<file path="config.mk">
export PLATFORM = sky130hd
export DESIGN_NAME = cv32e40p_obi_arbiter
export DESIGN_NICKNAME = d
export VERILOG_FILES = /design/src/rtl/cv32e40p_obi_arbiter.sv
export SDC_FILE = /design/constraint.sdc
export NUM_CORES = 1
export LEC_CHECK = 0
export CAP_MARGIN = 30
export CORE_AREA = 3 3 110 112
export DETAILED_ROUTE_END_ITERATION = 16
export DIE_AREA = 0 0 113 115
export MAX_ROUTING_LAYER = met4
export PLACE_DENSITY = 0.66
export SKIP_LAST_GASP = 1
export SLEW_MARGIN = 20
export SYNTH_ARGS = -nofsm -noshare
export SYNTH_HDL_FRONTEND = slang
export SYNTH_SLANG_ARGS = --single-unit
</file>
<file path="constraint.sdc">
create_clock -name clk -period 1.49 [get_ports clk]
set_input_delay 0.149 -clock clk [delete_from_list [all_inputs] [get_ports clk]]
set_output_delay 0.149 -clock clk [all_outputs]
set_load 0.03 [all_outputs]
</file>
<file path="src/rtl/cv32e40p_obi_arbiter.sv">
// Two-master OBI arbiter: shares one OBI port between m0 and m1, holds the
// selection through the address phase and routes responses in order.
// Ports: clk/rst_n (async active-low); m0_*/m1_* master request, grant and
// response; obi_* memory port; m_rdata_o/m_err_o broadcast response; busy_o.
// Build option: define CV32E40P_OBI_ARB_ROUND_ROBIN_EN for round-robin
// priority on a conflict; otherwise m0 always wins.
module cv32e40p_obi_arbiter #(
   parameter int unsigned MAX_OUTSTANDING = 2,
   parameter int unsigned CNT_W = $clog2(MAX_OUTSTANDING+1)
) (
   input  logic        clk,
   input  logic        rst_n,
   input  logic        m0_req_i,
   input  logic [31:0] m0_addr_i,
   input  logic        m0_we_i,
   input  logic [3:0]  m0_be_i,
   input  logic [31:0] m0_wdata_i,
   output logic        m0_gnt_o,
   output logic        m0_rvalid_o,
   input  logic        m1_req_i,
   input  logic [31:0] m1_addr_i,
   input  logic        m1_we_i,
   input  logic [3:0]  m1_be_i,
   input  logic [31:0] m1_wdata_i,
   output logic        m1_gnt_o,
   output logic        m1_rvalid_o,
   output logic [31:0] m_rdata_o,
   output logic        m_err_o,
   output logic        obi_req_o,
   output logic [31:0] obi_addr_o,
   output logic        obi_we_o,
   output logic [3:0]  obi_be_o,
   output logic [31:0] obi_wdata_o,
   input  logic        obi_gnt_i,
   input  logic        obi_rvalid_i,
   input  logic [31:0] obi_rdata_i,
   input  logic        obi_err_i,
   output logic        busy_o
);

   localparam int unsigned PTR_W =
      (MAX_OUTSTANDING > 1) ? $clog2(MAX_OUTSTANDING) : 1;
   localparam logic [CNT_W-1:0] CNT_MAX = CNT_W'(MAX_OUTSTANDING);
   localparam logic [PTR_W-1:0] PTR_LAST = PTR_W'(MAX_OUTSTANDING - 1);

   logic [CNT_W-1:0]           cnt_q;
   logic                       lock_q;
   logic                       lock_sel_q;
   logic [MAX_OUTSTANDING-1:0] route_q;
   logic [PTR_W-1:0]           wptr_q;
   logic [PTR_W-1:0]           rptr_q;
`ifdef CV32E40P_OBI_ARB_ROUND_ROBIN_EN
   logic                       last_q;
`endif

   logic issue_ok;
   logic arb_sel;
   logic sel;
   logic accept;
   logic resp;
   logic head;

   function automatic logic [PTR_W-1:0] ptr_inc(input logic [PTR_W-1:0] p);
      return (p == PTR_LAST) ? '0 : p + PTR_W'(1);
   endfunction

   assign issue_ok = (cnt_q < CNT_MAX);

   always_comb begin
      arb_sel = m1_req_i & ~m0_req_i;
`ifdef CV32E40P_OBI_ARB_ROUND_ROBIN_EN
      // On a conflict the master that did not win last time goes first.
      if (m0_req_i && m1_req_i) arb_sel = ~last_q;
`endif
   end

   assign sel       = lock_q ? lock_sel_q : arb_sel;
   assign obi_req_o = lock_q | (issue_ok & (m0_req_i | m1_req_i));

   assign obi_addr_o  = !obi_req_o ? '0 : (sel ? m1_addr_i  : m0_addr_i);
   assign obi_we_o    = !obi_req_o ? '0 : (sel ? m1_we_i    : m0_we_i);
   assign obi_be_o    = !obi_req_o ? '0 : (sel ? m1_be_i    : m0_be_i);
   assign obi_wdata_o = !obi_req_o ? '0 : (sel ? m1_wdata_i : m0_wdata_i);

   assign accept   = obi_req_o & obi_gnt_i;
   assign m0_gnt_o = accept & ~sel;
   assign m1_gnt_o = accept & sel;

   // A response with nothing outstanding is ignored entirely.
   assign resp        = obi_rvalid_i & (cnt_q != '0);
   assign head        = route_q[rptr_q];
   assign m0_rvalid_o = resp & ~head;
   assign m1_rvalid_o = resp & head;
   assign m_rdata_o   = obi_rdata_i;
   assign m_err_o     = obi_err_i;

   assign busy_o = (cnt_q != '0) | obi_req_o;

   always_ff @(posedge clk or negedge rst_n) begin
      if (!rst_n) begin
         cnt_q      <= '0;
         lock_q     <= 1'b0;
         lock_sel_q <= 1'b0;
         route_q    <= '0;
         wptr_q     <= '0;
         rptr_q     <= '0;
`ifdef CV32E40P_OBI_ARB_ROUND_ROBIN_EN
         last_q     <= 1'b1;
`endif
      end else begin
         if (accept) begin
            route_q[wptr_q] <= sel;
            wptr_q          <= ptr_inc(wptr_q);
            lock_q          <= 1'b0;
`ifdef CV32E40P_OBI_ARB_ROUND_ROBIN_EN
            last_q          <= sel;
`endif
         end else if (obi_req_o) begin
            // Hold the address phase stable until memory grants it.
            lock_q     <= 1'b1;
            lock_sel_q <= sel;
         end
         if (resp) rptr_q <= ptr_inc(rptr_q);
         if (accept && !resp) cnt_q <= cnt_q + CNT_W'(1);
         else if (!accept && resp) cnt_q <= cnt_q - CNT_W'(1);
      end
   end

endmodule

</file>
; Word level (Yosys, flattened, before mapping)
; Index checks and enable logic that the tools add are counted.
[word_totals]
inputBits = 177
word_cells = 58
reg_bits = 8
[classes]
n_bitwise = 15
n_lt_le_gt_ge = 4
n_reduce_logical = 9
muxes = 20
addsub = 4
[op_table]
columns = op, count
row1 = 32-bit 2-to-1 mux, 4
row2 = 1-bit 2-to-1 mux, 10
row3 = 1-bit bitwise AND, 8
row4 = 4-bit 2-to-1 mux, 2
row5 = 2-bit nonzero test, 3
row6 = 1-bit by 2-bit less-than comparator with 1-bit output (second input constant), 2
row7 = 2-bit 2-to-1 mux, 2
row8 = 1-bit inverter, 4
row9 = 1-bit logical AND, 3
row10 = 1-bit bitwise OR, 3
row11 = 1-bit adder (second input constant), 2
row12 = 2-bit by 1-bit adder with 2-bit output (second input constant), 1
row13 = 2-bit bitwise mux, 1
row14 = 1-bit logical NOT, 2
row15 = 2-bit less-than comparator (second input constant), 1
row16 = 2-bit AND reduction, 1
row17 = 2-bit by 1-bit subtractor with 2-bit output (second input constant), 1
row18 = 1-bit demux with 1-bit select, 1
row19 = 1-bit >= comparator (second input constant), 1

; Logic depth before layout (Yosys ltp)
[logic_depth]
ltp_word = 8
mapped_depth = 7

; Worst setup path after synthesis
; No wires, ideal clock.
[synth_timing]
path_kind = reg2reg
start = reg lock_q
end = reg route_q[0]
t_arrival_ns = 1.583
required_time_ns = 1.317
slack_ns = -0.266
stages_incl_launch_ff = 4
setup_time_ns = 0.173
path_cell_list = dfrtp_1 -> buf_6 -> o31ai_1 -> a211oi_1
[synth_between]
elab_chain_len = 2
word_cells_on_any_way = 4
cone_classes = mux (2) / bitwise (2)
[synth_lines]
columns = element, line_no
row1 = start: declaration, 47  ; logic lock_q;
row2 = start signal: assignment, 102  ; lock_q <= 1'b0;
row3 = start signal: assignment, 114  ; lock_q <= 1'b0;
row4 = start signal: assignment, 120  ; lock_q <= 1'b1;
row5 = 1-bit 2-to-1 mux or 1-bit bitwise OR (tied branches), "77, 78"
row6 = 2-bit bitwise mux or 1-bit bitwise AND (tied branches), "112, 85"
row7 = end signal: indexed assignment, 112  ; route_q[wptr_q] <= sel;
row8 = end: declaration, 49  ; logic [MAX_OUTSTANDING-1:0] route_q;
; Several ways; a longest one is shown, not always the timed one.
; A chain may end at the register's enable or synchronous reset.

; Worst setup path after layout
[layout_timing]
start = reg lock_q
end = out obi_addr_o[23]
[layout_between]
elab_chain_len = 3
word_cells_on_any_way = 4
cone_classes = mux (3) / bitwise (1)
[layout_lines]
columns = element, line_no
row1 = 1-bit 2-to-1 mux, 77  ; assign sel = lock_q ? lock_sel_q : arb_sel;
row2 = 32-bit 2-to-1 mux, 80  ; assign obi_addr_o = !obi_req_o ? '0 : (sel ? m1_addr_i : m0_addr_i);
row3 = 32-bit 2-to-1 mux (*), 80
row4 = end: declaration, 30  ; output logic [31:0] obi_addr_o,
; Mark *: on every way between the ends. The rest lies on a longest branch, timed or not.

==> run_results.csv <==
group,metric,value,unit
route,vias,3160,
route,wl_per_cell,17.48,um
timing,maxSlewViolCount,0,
synth,synth_compound_area_share,35.53,%
worst_setup_path,worstPathRequired,1.34,ns
synth,synth_top_family_by_area,"compound AO/OA/AOI/OAI gates",
synth,synth_mux_area_share,0.4667,%
global_route,antenna_found_initial,0,
timing,max_freq,0.5395,GHz
worst_setup_path,reg2reg_depth,8,
worst_setup_path,worst-endpoint-arrival,1.70,ns
timing,setup_viol,73,
clocking,h-tree-depth,1,
timing,post-route-min-period,1.853,ns
route,highest_layer,"met4",
power_and_ir_drop,p_leak,2.031,nW
global_route,grt.overflow.total,0,
route,wl_met1,4.451,mm
synth,synth-xor-area-share,2.042,%
synth,syn-cell-area,2145,um^2
cells_and_area,antennaDiodeCount,0,
global_route,grt_max_degree,44,
power_and_ir_drop,peakVddDrop,1.045,mV
die,rows,39,
cells_and_area,fillers,1081,
timing,fin_ws,-0.3635,ns
die,die_area,13000,um^2
run_status,violations,"negative setup slack",
clocking,cts_tree,"built",
placement,globalplace.congestion,0.7961,
worst_setup_path,crit_type,"reg2out",
cells_and_area,area_growth,135.2,%
synth,yosysSeqAreaShare,9.335,%
run,drv_cap,0,
worst_setup_path,cp_max_fo,16,
die,core,11320,um^2
timing,fin_crit_sh,124.4,%
route,wl_met2,5.910,mm
route,drt_iter0_markers,98,
synth,yosys_warnings,0,
synth,synthAdderAreaFrac,0.5834,%
die,dieWidth,113,um
timing,relSlewSlack,74.04,%
cells_and_area,final_layout_size_suffix_gt1_share,45.88,%
clocking,cts.clk_slew.worst_paths,0.04,ns
die,start_util,18.94,%
route,vias_per_cell,4.839,
route,drt-pass1-iter-count,4,
placement,dpl-instance-area,4587,um^2
global_route,grt_pass1_wl,16.94,mm
timing,tns,-23.76,ns
global_route,grt_pass1_vias,3220,
clocking,cts_root_buf,"clkbuf_16",
clocking,cts_buffer_depth,2,
synth,synth.avg_cell_area,6.681,um^2
cells_and_area,fin_cells,653,
placement,dp_hpwl,7.953,mm
synth,syn-num-nets,499,
worst_setup_path,startpoint_type,"flip-flop",
placement,dp_cells,639,
clocking,clock-sinks,8,
run_status,status,"finished with violations",
die,ioPinCount,285,
timing,finClkSkew,0.002286,ns
synth,ys_ff_latch,8,
synth,synthCells,321,
clocking,insertion_delay,0.23,ns
cells_and_area,final_area,5044,um^2
worst_setup_path,cp-end-kind,"primary output",
route,finalWirelength,11.42,mm
power_and_ir_drop,power.density,1481,nW/um^2
clocking,numCtsBuffers,3,
timing,rsz0062_at_grt,"yes",
timing,max_slew.worst_pin.slew,0.3882,ns
synth,yosysUniqueCellTypes,31,
route,drc,0,
route,wl_met3,856,um
synth,synth_simple_gate_area_share,29.52,%
die,dieHeight,115,um
worst_setup_path,rrSetupSlack,-0.10,ns
timing,hold_viol,0,
route,ant_nets,0,
power_and_ir_drop,power,7.472,mW
cells_and_area,nets,690,
placement,io_buffers,218,
hold_path,hp-class,"in2async",
global_route,grtUsageTotal,16.16,%
[repair_timing]
| action | 4_1_cts | 5_1_grt |
|---|---|---|
| cloned | 4 | 3 |
| endpoints found under the hold margin | 0 | 0 |
| hold buffers | 0 | 0 |
| endpoints found under the setup margin | 75 | 78 |
| pin swaps | 7 | 13 |
| buffers inserted | 4 | 1 |
| gates resized for setup | 37 | 32 |
[synthesized netlist by cell type, drive strengths merged]
library cell,n,share of area (%)
a21oi,74,17
o21ai,71,17
nand3,69,25
buf,56,20
clkbuf,14,2.5
dfrtp,8,9.3
nor2,4,0.82
inv,3,0.53
nor3,3,0.70
xnor2,3,1.2
a211oi,2,0.70
nand2,2,0.35
xor2,2,0.82
and2,1,0.29
ha,1,0.58
mux2i,1,0.47
nand3b,1,0.35
nor2b,1,0.29
nor3b,1,0.58
o21ba,1,0.47
o31ai,1,0.35
or3,1,0.29
or3b,1,0.41
[routing by layer]
metal,up-vias,track usage [%]
met2,158,28.63
met1,1477,19.23
met4,0,3.205
met5,-,-
li1,1505,-
met3,20,2.947
[final timing paths]
| kind | from | endpoint |
|---|---|---|
| max | lock_q | obi_addr_o[23] |
| min | rst_n | cnt_q[0] |
| max reg2reg | lock_q | cnt_q[1] |
| min reg2reg | rptr_q | rptr_q |
| max in group asynchronous | rst_n | lock_q |
| min in group clk | obi_rdata_i[0] | m_rdata_o[0] |
[cells by family after synthesis]
family                   count (synthesis)
AND/OR/NAND/NOR                         84
multiplexers                             1
AO/OA/AOI/OAI                          149
XOR/XNOR                                 5
adder cells (fa/ha/maj)                  1
flip-flops                               8
buffers and inverters                   73
[per-stage QoR]
step	hold slack [ns]	setup slack, ns	utilization, %
floorplan	-0.1466	-0.1594	-
global placement	0.2982	-0.5223	40.52
detailed placement	0.2982	-0.5666	40.52
CTS	0.2190	-0.3629	43.24
global route	0.2370	-0.4204	44.55
finish	0.2095	-0.3635	44.55
[layout make-up]
cell class	instances	area (um^2)	area share (%)
multi-input combinational	240	1902	37.71
inverter	3	11.26	0.2233
timing repair buffer	256	2675	53.04
clock buffer	3	75.07	1.488
sequential	8	201.4	3.994
tap	143	178.9	3.548
[placed cells by master, fill, tap and decap left out, drive strengths merged, types with 2 or more instances in the layout]
cell and n:
inv 3, a211oi 2, dfrtp 8, nand2 2
o21ai 71, nand3 69, xor2 2, nor2 4
clkbuf 6, dlygate4sd2 2, buf 110, clkdlybuf4s50 141
xnor2 3, a21oi 74, nor3 3
[critical path: stages, from the launching register on]
cell	delay, ns
dfrtp_2	0.44
or3b_4	0.48
clkbuf_16	0.23
nand3_2	0.09
a21oi_2	0.05
buf_4	0.17
[power by group]
group / internal (mW) / switching (mW)
Clock: 0.346 / 0.107
Sequential: 0.327 / 0.0997
Combinational: 2.85 / 3.74
[sequential cells by signal, summed over array words and instances (netlist names)]
| name | flops |
|---|---|
| cnt_q | 2 |
| route_q | 2 |
| lock_q | 1 |
| lock_sel_q | 1 |
| rptr_q | 1 |
| wptr_q | 1 |
Note: power is estimated with default switching activity, not from simulation.
